--- config.mk ---
export PLATFORM = sky130hd
export DESIGN_NAME = motor_run_timer_flat
export DESIGN_NICKNAME = d
export VERILOG_FILES = /design/src/rtl/motor_run_timer_if.sv /design/src/rtl/motor_run_timer.sv /design/src/flat_wrapper.sv
export SDC_FILE = /design/constraint.sdc
export NUM_CORES = 1
export LEC_CHECK = 0
export CORE_UTILIZATION = 45
export CTS_CLUSTER_DIAMETER = 60
export DETAILED_ROUTE_END_ITERATION = 6
export DONT_BUFFER_PORTS = 1
export PLACE_DENSITY = 0.56
export SLEW_MARGIN = 20
export SYNTH_ARGS = -nofsm -noshare
export SYNTH_HDL_FRONTEND = slang
export SYNTH_SLANG_ARGS = --single-unit
--- constraint.sdc ---
create_clock -name i_clk -period 5.55 [get_ports i_clk]
set_input_delay 1.665 -clock i_clk [delete_from_list [all_inputs] [get_ports i_clk]]
set_output_delay 1.665 -clock i_clk [all_outputs]
set_load 0.03 [all_outputs]
--- src/rtl/motor_run_timer_if.sv ---
// Control/status bundle between the switch/FSM front end and the motor run timer.
// The front end drives mode/pause/restart and reads back elapsed time and expiry.
`default_nettype none

interface motor_run_timer_if #(
    parameter int MODE_W = 2,
    parameter int SEC_W  = 6
);
    logic [MODE_W-1:0] i_mode;
    logic              i_pause;
    logic              i_restart;
    logic [SEC_W-1:0]  o_sec;
    logic [6:0]        o_msec;
    logic [SEC_W-1:0]  o_remain_sec;
    logic              o_expired;
    logic              o_done;
    logic [1:0]        o_state;

    modport master (
        output i_mode, i_pause, i_restart,
        input  o_sec, o_msec, o_remain_sec, o_expired, o_done, o_state
    );

    modport slave (
        input  i_mode, i_pause, i_restart,
        output o_sec, o_msec, o_remain_sec, o_expired, o_done, o_state
    );
endinterface

`default_nettype wire

--- src/rtl/motor_run_timer.sv ---
// Millisecond/second run timer: free-running seconds in mode 0, otherwise a timed
// run of mode*DUR_STEP_SEC seconds ending in a latched expiry and a one-cycle done pulse.
`default_nettype none

module motor_run_timer #(
    parameter int TICK_CYCLES  = 1,
    parameter int MODE_W       = 2,
    parameter int DUR_STEP_SEC = 10,
    parameter int SEC_W        = 6
) (
    input  logic              i_clk,
    input  logic              i_reset,
    motor_run_timer_if.slave  bus
);
    localparam int DIV_W = (TICK_CYCLES > 1) ? $clog2(TICK_CYCLES) : 1;
    localparam logic [DIV_W-1:0] DIV_LAST  = DIV_W'(TICK_CYCLES - 1);
    localparam logic [9:0]       MSEC_LAST = 10'd999;
    localparam logic [SEC_W-1:0] FREE_LAST = SEC_W'(59);
    localparam logic [SEC_W-1:0] DUR_STEP  = SEC_W'(DUR_STEP_SEC);

    typedef enum logic [1:0] {
        ST_FREE    = 2'b00,
        ST_RUN     = 2'b01,
        ST_EXPIRED = 2'b10
    } state_t;

    logic [DIV_W-1:0]  r_div;
    logic [9:0]        r_msec;
    logic [SEC_W-1:0]  r_sec;
    logic [MODE_W-1:0] r_mode;
    state_t            r_state;
    logic              r_done;

    logic [SEC_W-1:0]  target;
    logic [SEC_W-1:0]  sec_next;
    logic              mode_change;
    logic              tick;
    logic              sec_event;

    // NOTE: every signal gets a value on every path through always_comb, so no latch is inferred.
    always_comb begin
        target      = SEC_W'(r_mode) * DUR_STEP;
        sec_next    = r_sec + SEC_W'(1);
        mode_change = (bus.i_mode != r_mode);
        tick        = (r_div == DIV_LAST) && (r_state != ST_EXPIRED) && !bus.i_pause;
        sec_event   = tick && (r_msec == MSEC_LAST);
    end

    // NOTE: sequential state uses non-blocking assignments only, so every register
    // samples the pre-edge values regardless of statement order.
    always_ff @(posedge i_clk or negedge i_reset) begin
        if (!i_reset) begin
            r_div   <= '0;
            r_msec  <= '0;
            r_sec   <= '0;
            r_mode  <= '0;
            r_state <= ST_FREE;
            r_done  <= 1'b0;
        end else begin
            r_done <= 1'b0;
            if (mode_change || bus.i_restart) begin
                // On a plain restart i_mode equals r_mode, so one test covers both cases.
                r_div   <= '0;
                r_msec  <= '0;
                r_sec   <= '0;
                r_state <= (bus.i_mode == '0) ? ST_FREE : ST_RUN;
                if (mode_change) begin
                    r_mode <= bus.i_mode;
                end
            end else if (!bus.i_pause && (r_state != ST_EXPIRED)) begin
                r_div <= (r_div == DIV_LAST) ? '0 : r_div + DIV_W'(1);
                if (tick) begin
                    r_msec <= (r_msec == MSEC_LAST) ? '0 : r_msec + 10'd1;
                    if (sec_event) begin
                        if ((r_state == ST_RUN) && (sec_next == target)) begin
                            r_sec   <= target;
                            r_state <= ST_EXPIRED;
                            r_done  <= 1'b1;
                        end else if ((r_state == ST_FREE) && (r_sec == FREE_LAST)) begin
                            r_sec <= '0;
                        end else begin
                            r_sec <= sec_next;
                        end
                    end
                end
            end
        end
    end

    assign bus.o_sec        = r_sec;
    assign bus.o_msec       = 7'(r_msec / 10'd10);
    assign bus.o_remain_sec = (r_state == ST_FREE) ? '0 : target - r_sec;
    assign bus.o_expired    = (r_state == ST_EXPIRED);
    assign bus.o_done       = r_done;
    assign bus.o_state      = r_state;
endmodule

`default_nettype wire

--- src/flat_wrapper.sv ---
// flat-port wrapper written by rule: the top's interface ports become plain ports
module motor_run_timer_flat 
#(
    parameter int TICK_CYCLES  = 1,
    parameter int MODE_W       = 2,
    parameter int DUR_STEP_SEC = 10,
    parameter int SEC_W        = 6
)
  (i_clk, i_reset, bus_i_mode, bus_i_pause, bus_i_restart, bus_o_sec, bus_o_msec, bus_o_remain_sec, bus_o_expired, bus_o_done, bus_o_state);
  motor_run_timer_if #(.MODE_W(MODE_W), .SEC_W(SEC_W)) bus_i ();
  input  logic i_clk;
  input  logic i_reset;
  input wire logic [$bits(bus_i.i_mode)-1:0] bus_i_mode;
  input wire logic [$bits(bus_i.i_pause)-1:0] bus_i_pause;
  input wire logic [$bits(bus_i.i_restart)-1:0] bus_i_restart;
  output wire logic [$bits(bus_i.o_sec)-1:0] bus_o_sec;
  output wire logic [$bits(bus_i.o_msec)-1:0] bus_o_msec;
  output wire logic [$bits(bus_i.o_remain_sec)-1:0] bus_o_remain_sec;
  output wire logic [$bits(bus_i.o_expired)-1:0] bus_o_expired;
  output wire logic [$bits(bus_i.o_done)-1:0] bus_o_done;
  output wire logic [$bits(bus_i.o_state)-1:0] bus_o_state;
  assign bus_i.i_mode = bus_i_mode;
  assign bus_i.i_pause = bus_i_pause;
  assign bus_i.i_restart = bus_i_restart;
  assign bus_o_sec = bus_i.o_sec;
  assign bus_o_msec = bus_i.o_msec;
  assign bus_o_remain_sec = bus_i.o_remain_sec;
  assign bus_o_expired = bus_i.o_expired;
  assign bus_o_done = bus_i.o_done;
  assign bus_o_state = bus_i.o_state;
  motor_run_timer #(.TICK_CYCLES(TICK_CYCLES), .MODE_W(MODE_W), .DUR_STEP_SEC(DUR_STEP_SEC), .SEC_W(SEC_W)) u_core (.i_clk(i_clk), .i_reset(i_reset), .bus(bus_i));
endmodule
Word level (Yosys, flattened, before mapping). Cells that the tools add are included.

$add $sub $neg: 4. Multipliers: 1. Divide/modulo/power cells: 1. Magnitude comparators: 0. Equal/unequal tests: 7. Shift-type cells: 0. Mux-type cells: 25. Bitwise gates (word level): 1. Reduce and logical (&&, ||, !) cells: 18.

Operator list (number): $mux W6 (7); $mux W10 (4); $add A10 B1 Y10 const B (1); $div A10 B4 Y10 const B (1); $eq A10 B10 Y1 const B (1); $mux W2 (5); $mux W1 (9); $reduce_bool A2 Y1 (4); $add A6 B1 Y6 const B (1); $eq A6 B6 Y1 (1); $eq A6 B6 Y1 const B (1); $logic_and A1 B1 Y1 (6); $sub A6 B6 Y6 (1); $mul A2 B3 Y5 const B (1); $logic_not A2 Y1 (2); $reduce_and A2 Y1 (2); $reduce_and A4 Y1 (1); $reduce_and A3 Y1 (1); $eq A2 B1 Y1 const B (1); $eq A2 B2 Y1 const B (1); $ne A2 B2 Y1 (1); $ne A2 B2 Y1 const B (1); $add A1 B1 Y1 const B (1); $logic_not A1 Y1 (1); 2 further kinds (2).

Flip-flop bits (word level): 22. Latch bits: 0. Memory bits (writable): 0. Bits in read-only memories: 0. Input bits: 6. Output and inout port bits: 23. Logic and storage cells: 63. Memories kept: 0.

Longest topological paths before layout.
Depth after elaboration: 8. Gate-level depth with buffers: 10. Gate-level depth less buffers: 9.

Worst setup path after synthesis. OpenSTA, ideal clock, no wires.

Path kind: register -> output. From: reg u_core.r_msec[9]. To: out bus_o_msec[0]. Data arrival time: 2451 ps. Required time: 3885 ps. Setup slack: 1434 ps. Cell stages (with the launch flop): 10. Buffers on the path: 2. Cell sequence: dfrtp_1 -> buf_4 -> nand2b_1 -> o21ai_0 -> a21o_1 -> a2bb2oi_1 -> and3_1 -> buf_2 -> mux2i_1 -> a22oi_1.

Longest elaborated chain between the ends: 1.

RTL lines: start: declaration (line motor_run_timer.sv:28) `logic [9:0] r_msec;`; start signal: assignment (line motor_run_timer.sv:73) `r_msec <= (r_msec == MSEC_LAST) ? '0 : r_msec + 10'd1;`; $div A10 B4 Y10 (line motor_run_timer.sv:91) `assign bus.o_msec = 7'(r_msec / 10'd10);`; end: declaration (line flat_wrapper.sv:17) `output wire logic [$bits(bus_i.o_msec)-1:0] bus_o_msec;`.

No other way between the ends.

Worst setup path after layout.
From: reg u_core.r_msec[8]. To: out bus_o_msec[0].

The elaborated chain is that of the path after synthesis.

==> metrics.log <==
INFO  metric gr-total-overflow = 0
INFO  metric timing.clock.skew = 1.617 ps
INFO  metric cts-htree-levels = 1
INFO  metric synth-main-ff-cell = sky130_fd_sc_hd__dfrtp_1
INFO  metric dieHeight = 73.55 um
INFO  metric timing.setup.tns = 0 ps
INFO  metric postCtsSetupRepairBufs = 0
INFO  metric synth.top_cells.by_count = 29 x sky130_fd_sc_hd__nand2_1, 25 x sky130_fd_sc_hd__nor2_1, 21 x sky130_fd_sc_hd__dfrtp_1
INFO  metric setup.worst_path.start = u_core.r_msec[8]
INFO  metric avgSynthCellArea = 7.782 sq um
INFO  metric synth_enable_flop_cells = 0
INFO  metric first_pass_grt_wire_length = 9.611 mm
INFO  metric post_synth_instance_area = 0.002303 sq mm
INFO  metric final_nets = 298
INFO  metric regToRegStartpoint = u_core.r_msec[7]
INFO  metric min_period = 4964 ps
INFO  metric critPathLaunchType = register
INFO  metric relSlewSlack = 37.41%
INFO  metric diodes = 0
INFO  metric drive_above_1_share = 7.829%
INFO  metric cts.hold.buffers_added = 0
INFO  metric yosysWarnings = 0
INFO  metric synth_seq_area_share = 22.81%
INFO  metric drt_pass1_iterations = 4
INFO  metric synth.lib_cells_used.distinct = 63
INFO  metric finalWirelength = 5.682 mm
INFO  metric floorplan.initialDensity = 47.82%
INFO  metric cts.path.max_buffers = 2
INFO  metric tritoncts_num_sinks = 21
INFO  metric cts_made_buffers = 3
INFO  metric dpl_cell_area = 0.002283 sq mm
INFO  metric critical_path_class = register to output pin
INFO  metric syn-num-nets = 312
INFO  metric synthDominantAreaCellType = sky130_fd_sc_hd__dfrtp_1
INFO  metric postCtsResizedCells = 0
INFO  metric rsz0062_at_grt = no
INFO  metric whs = 597.7 ps
INFO  metric drt_iter0_markers = 188
INFO  metric area_added_between_synthesis_and_finish = 1.141%
INFO  metric cts_tree = done
INFO  metric pwr_density_cell = 123.7 mW/mm^2
INFO  metric globalplace.congestion = 0.8360
INFO  metric grt.total_usage = 22.98%
INFO  metric yosys_register_bits = 21
INFO  metric place.port_buffers = 0
INFO  metric synth.top_cells.by_area = sky130_fd_sc_hd__dfrtp_1 23%, sky130_fd_sc_hd__nand2_1 4.7%, sky130_fd_sc_hd__ha_1 4.3%
INFO  metric hold_viol_final = 0
INFO  metric total_leakage_power = 0.0008548 uW
INFO  metric synth_cells = 296
INFO  metric post-dp-hpwl = 4.131 mm
INFO  metric synth-async-reset-ratio = 100.0%
INFO  metric grt_pass1_vias = 1880
INFO  metric cts_root_buf = sky130_fd_sc_hd__clkbuf_8
INFO  metric yosys.area.top_type_share = 22.81%
INFO  metric clkLatencyLatePin = 260 ps
INFO  metric worst-slew-pin-transition = 929.1 ps
INFO  metric layout.filler_cells = 519
INFO  metric io-pin-count = 29
INFO  metric chipWidth = 73.55 um
INFO  metric run_status = finished clean
INFO  metric die_area = 0.005409 sq mm
INFO  metric reg2reg_slack = 2820 ps
INFO  metric timing.critical_path.fanout_max = 23
INFO  metric route.detailed.drc = 0
INFO  metric timing_max_transition_violations_final = 0
INFO  metric critPathArrivalTime = 3300 ps
INFO  metric pin_count_of_the_biggest_net_entering_global_routing = 26
INFO  metric synth-compound-area-share = 25.37%
INFO  metric post_synth_xor_area_fraction = 6.464%
INFO  metric combinational_family_with_the_most_area_after_synthesis = simple AND/OR/NAND/NOR gates
INFO  metric finish.instance_area = 0.002330 sq mm
INFO  metric worstPathRequired = 3880 ps
INFO  metric setup.worst_path.end = bus_o_msec[0]
INFO  metric routed_via_count_divided_by_cell_count = 6.026
INFO  metric critical_path.endpoint_type = output pin
INFO  metric clk_transition_reported_paths = 70 ps
INFO  metric floorplan.core_area = 0.004817 sq mm
INFO  metric antenna_found_initial = 0
INFO  metric via_count = 2097
INFO  metric r2r_end = u_core.bus.o_sec[3]
INFO  metric final-setup-viol-count = 0
INFO  metric wl_per_cell = 16.33 um
INFO  metric r2r.worst_path.cells = 7
INFO  metric antenna_violating_nets_post_route = 0
INFO  metric num_rows = 25
INFO  metric post-route-period-util = 89.45%
INFO  metric timing.hold.worst.class = register to register
INFO  metric yosys.area_share.adder = 7.442%
INFO  metric maxClockFrequency = 201.4 MHz
INFO  metric post_synthesis_mux_area_share = 1.304%
INFO  metric max_cap_viol_count = 0
INFO  metric vdd_drop_max = 146.0 uV
INFO  metric synthSimpleGateAreaFrac = 28.35%
INFO  metric synth.most_common_cell = sky130_fd_sc_hd__nand2_1
layer usage:
layer | part of all wire (%) | up-vias | GRT usage [%]
met5 | 0 | - | 0
met4 | 0.40 | 0 | 3.205
met3 | 4.7 | 2 | 4.664
met2 | 43 | 53 | 33.23
met1 | 52 | 1004 | 35.53
li1 | - | 1038 | -
power breakdown:
part / internal, uW / total, uW / switching, uW / leakage [uW]
registers: 155 / 159 / 4.30 / 0.000285
logic: 8.40 / 29.9 / 21.5 / 0.000544
clock network: 50.0 / 99.3 / 49.3 / 0.0000255
cell families (layout without fill, tap and decap cells):
| group | after synthesis | after routing |
|---|---|---|
| AOI/OAI and AO/OA | 83 | 83 |
| DFF | 21 | 21 |
| xor gates and xnor gates | 17 | 17 |
| buffers and inverters | 38 | 23 |
| muxes | 3 | 3 |
| and+or+nand+nor | 121 | 121 |
| adders and majority gates | 13 | 13 |
area by class of cell:
cell class	count	area (sq um)	area share, %
clock buffer	3	41.29	1.772
clock inverter	1	5.005	0.2148
inverter	15	56.30	2.417
multi-input combinational	237	1588	68.15
tap	67	83.83	3.598
sequential	21	525.5	22.56
timing repair buffer	4	30.03	1.289
registers in the layout, indices dropped and copies added, names as in the netlist:
register	count
u_core.r_msec	10
u_core.bus.o_sec	6
u_core.bus.o_state	2
u_core.r_mode	2
u_core.bus.o_done	1
worst max-delay path, stage by stage, from the launching register on:
cell and delay, ps:
sky130_fd_sc_hd__dfrtp_1 770, sky130_fd_sc_hd__nand2b_1 280, sky130_fd_sc_hd__o311ai_1 330, sky130_fd_sc_hd__a21o_1 320
sky130_fd_sc_hd__a2bb2oi_1 290, sky130_fd_sc_hd__and3_1 490, sky130_fd_sc_hd__mux2i_1 240, sky130_fd_sc_hd__a22oi_1 100
sky130_fd_sc_hd__buf_4 210
worst min path at each step:
stage	startpoint	end	cells past startpoint
CTS	u_core.r_msec[0]	u_core.r_msec[0]	2
global route	u_core.r_msec[0]	u_core.r_msec[0]	2
detailed placement	u_core.r_msec[0]	u_core.r_msec[0]	2
finish	u_core.r_msec[0]	u_core.r_msec[0]	2
global placement	u_core.r_msec[0]	u_core.r_msec[0]	2
floorplan	u_core.r_msec[0]	u_core.r_msec[0]	2
layout by cell type (no fill, tap or decap), types with 4 or more instances in the layout:
cell / count
sky130_fd_sc_hd__ha_1: 8
sky130_fd_sc_hd__o211ai_1: 7
sky130_fd_sc_hd__o21ai_0: 20
sky130_fd_sc_hd__nor2b_1: 8
sky130_fd_sc_hd__nor2_1: 25
sky130_fd_sc_hd__buf_4: 4
sky130_fd_sc_hd__or3_1: 9
sky130_fd_sc_hd__nand3_1: 10
sky130_fd_sc_hd__dfrtp_1: 21
sky130_fd_sc_hd__xor2_1: 7
sky130_fd_sc_hd__nand2b_1: 7
sky130_fd_sc_hd__nor3_1: 4
sky130_fd_sc_hd__inv_1: 14
sky130_fd_sc_hd__a21o_1: 7
sky130_fd_sc_hd__xnor2_1: 10
sky130_fd_sc_hd__nand2_1: 29
sky130_fd_sc_hd__a21oi_1: 14
sky130_fd_sc_hd__a31oi_1: 5
metrics by stage:
stage	std cells	worst slack, ps	util, %	power [uW]
6_report	348	585.5	48.36	288.1
5_1_grt	348	267.1	48.36	302.2
4_1_cts	348	592.5	48.36	293.2
3_5_place_dp	344	903.2	47.40	191.9
3_3_place_gp	344	974.9	47.40	191.8
2_1_floorplan	296	1434	-	187.1
Power figures use the tool's default switching activity.
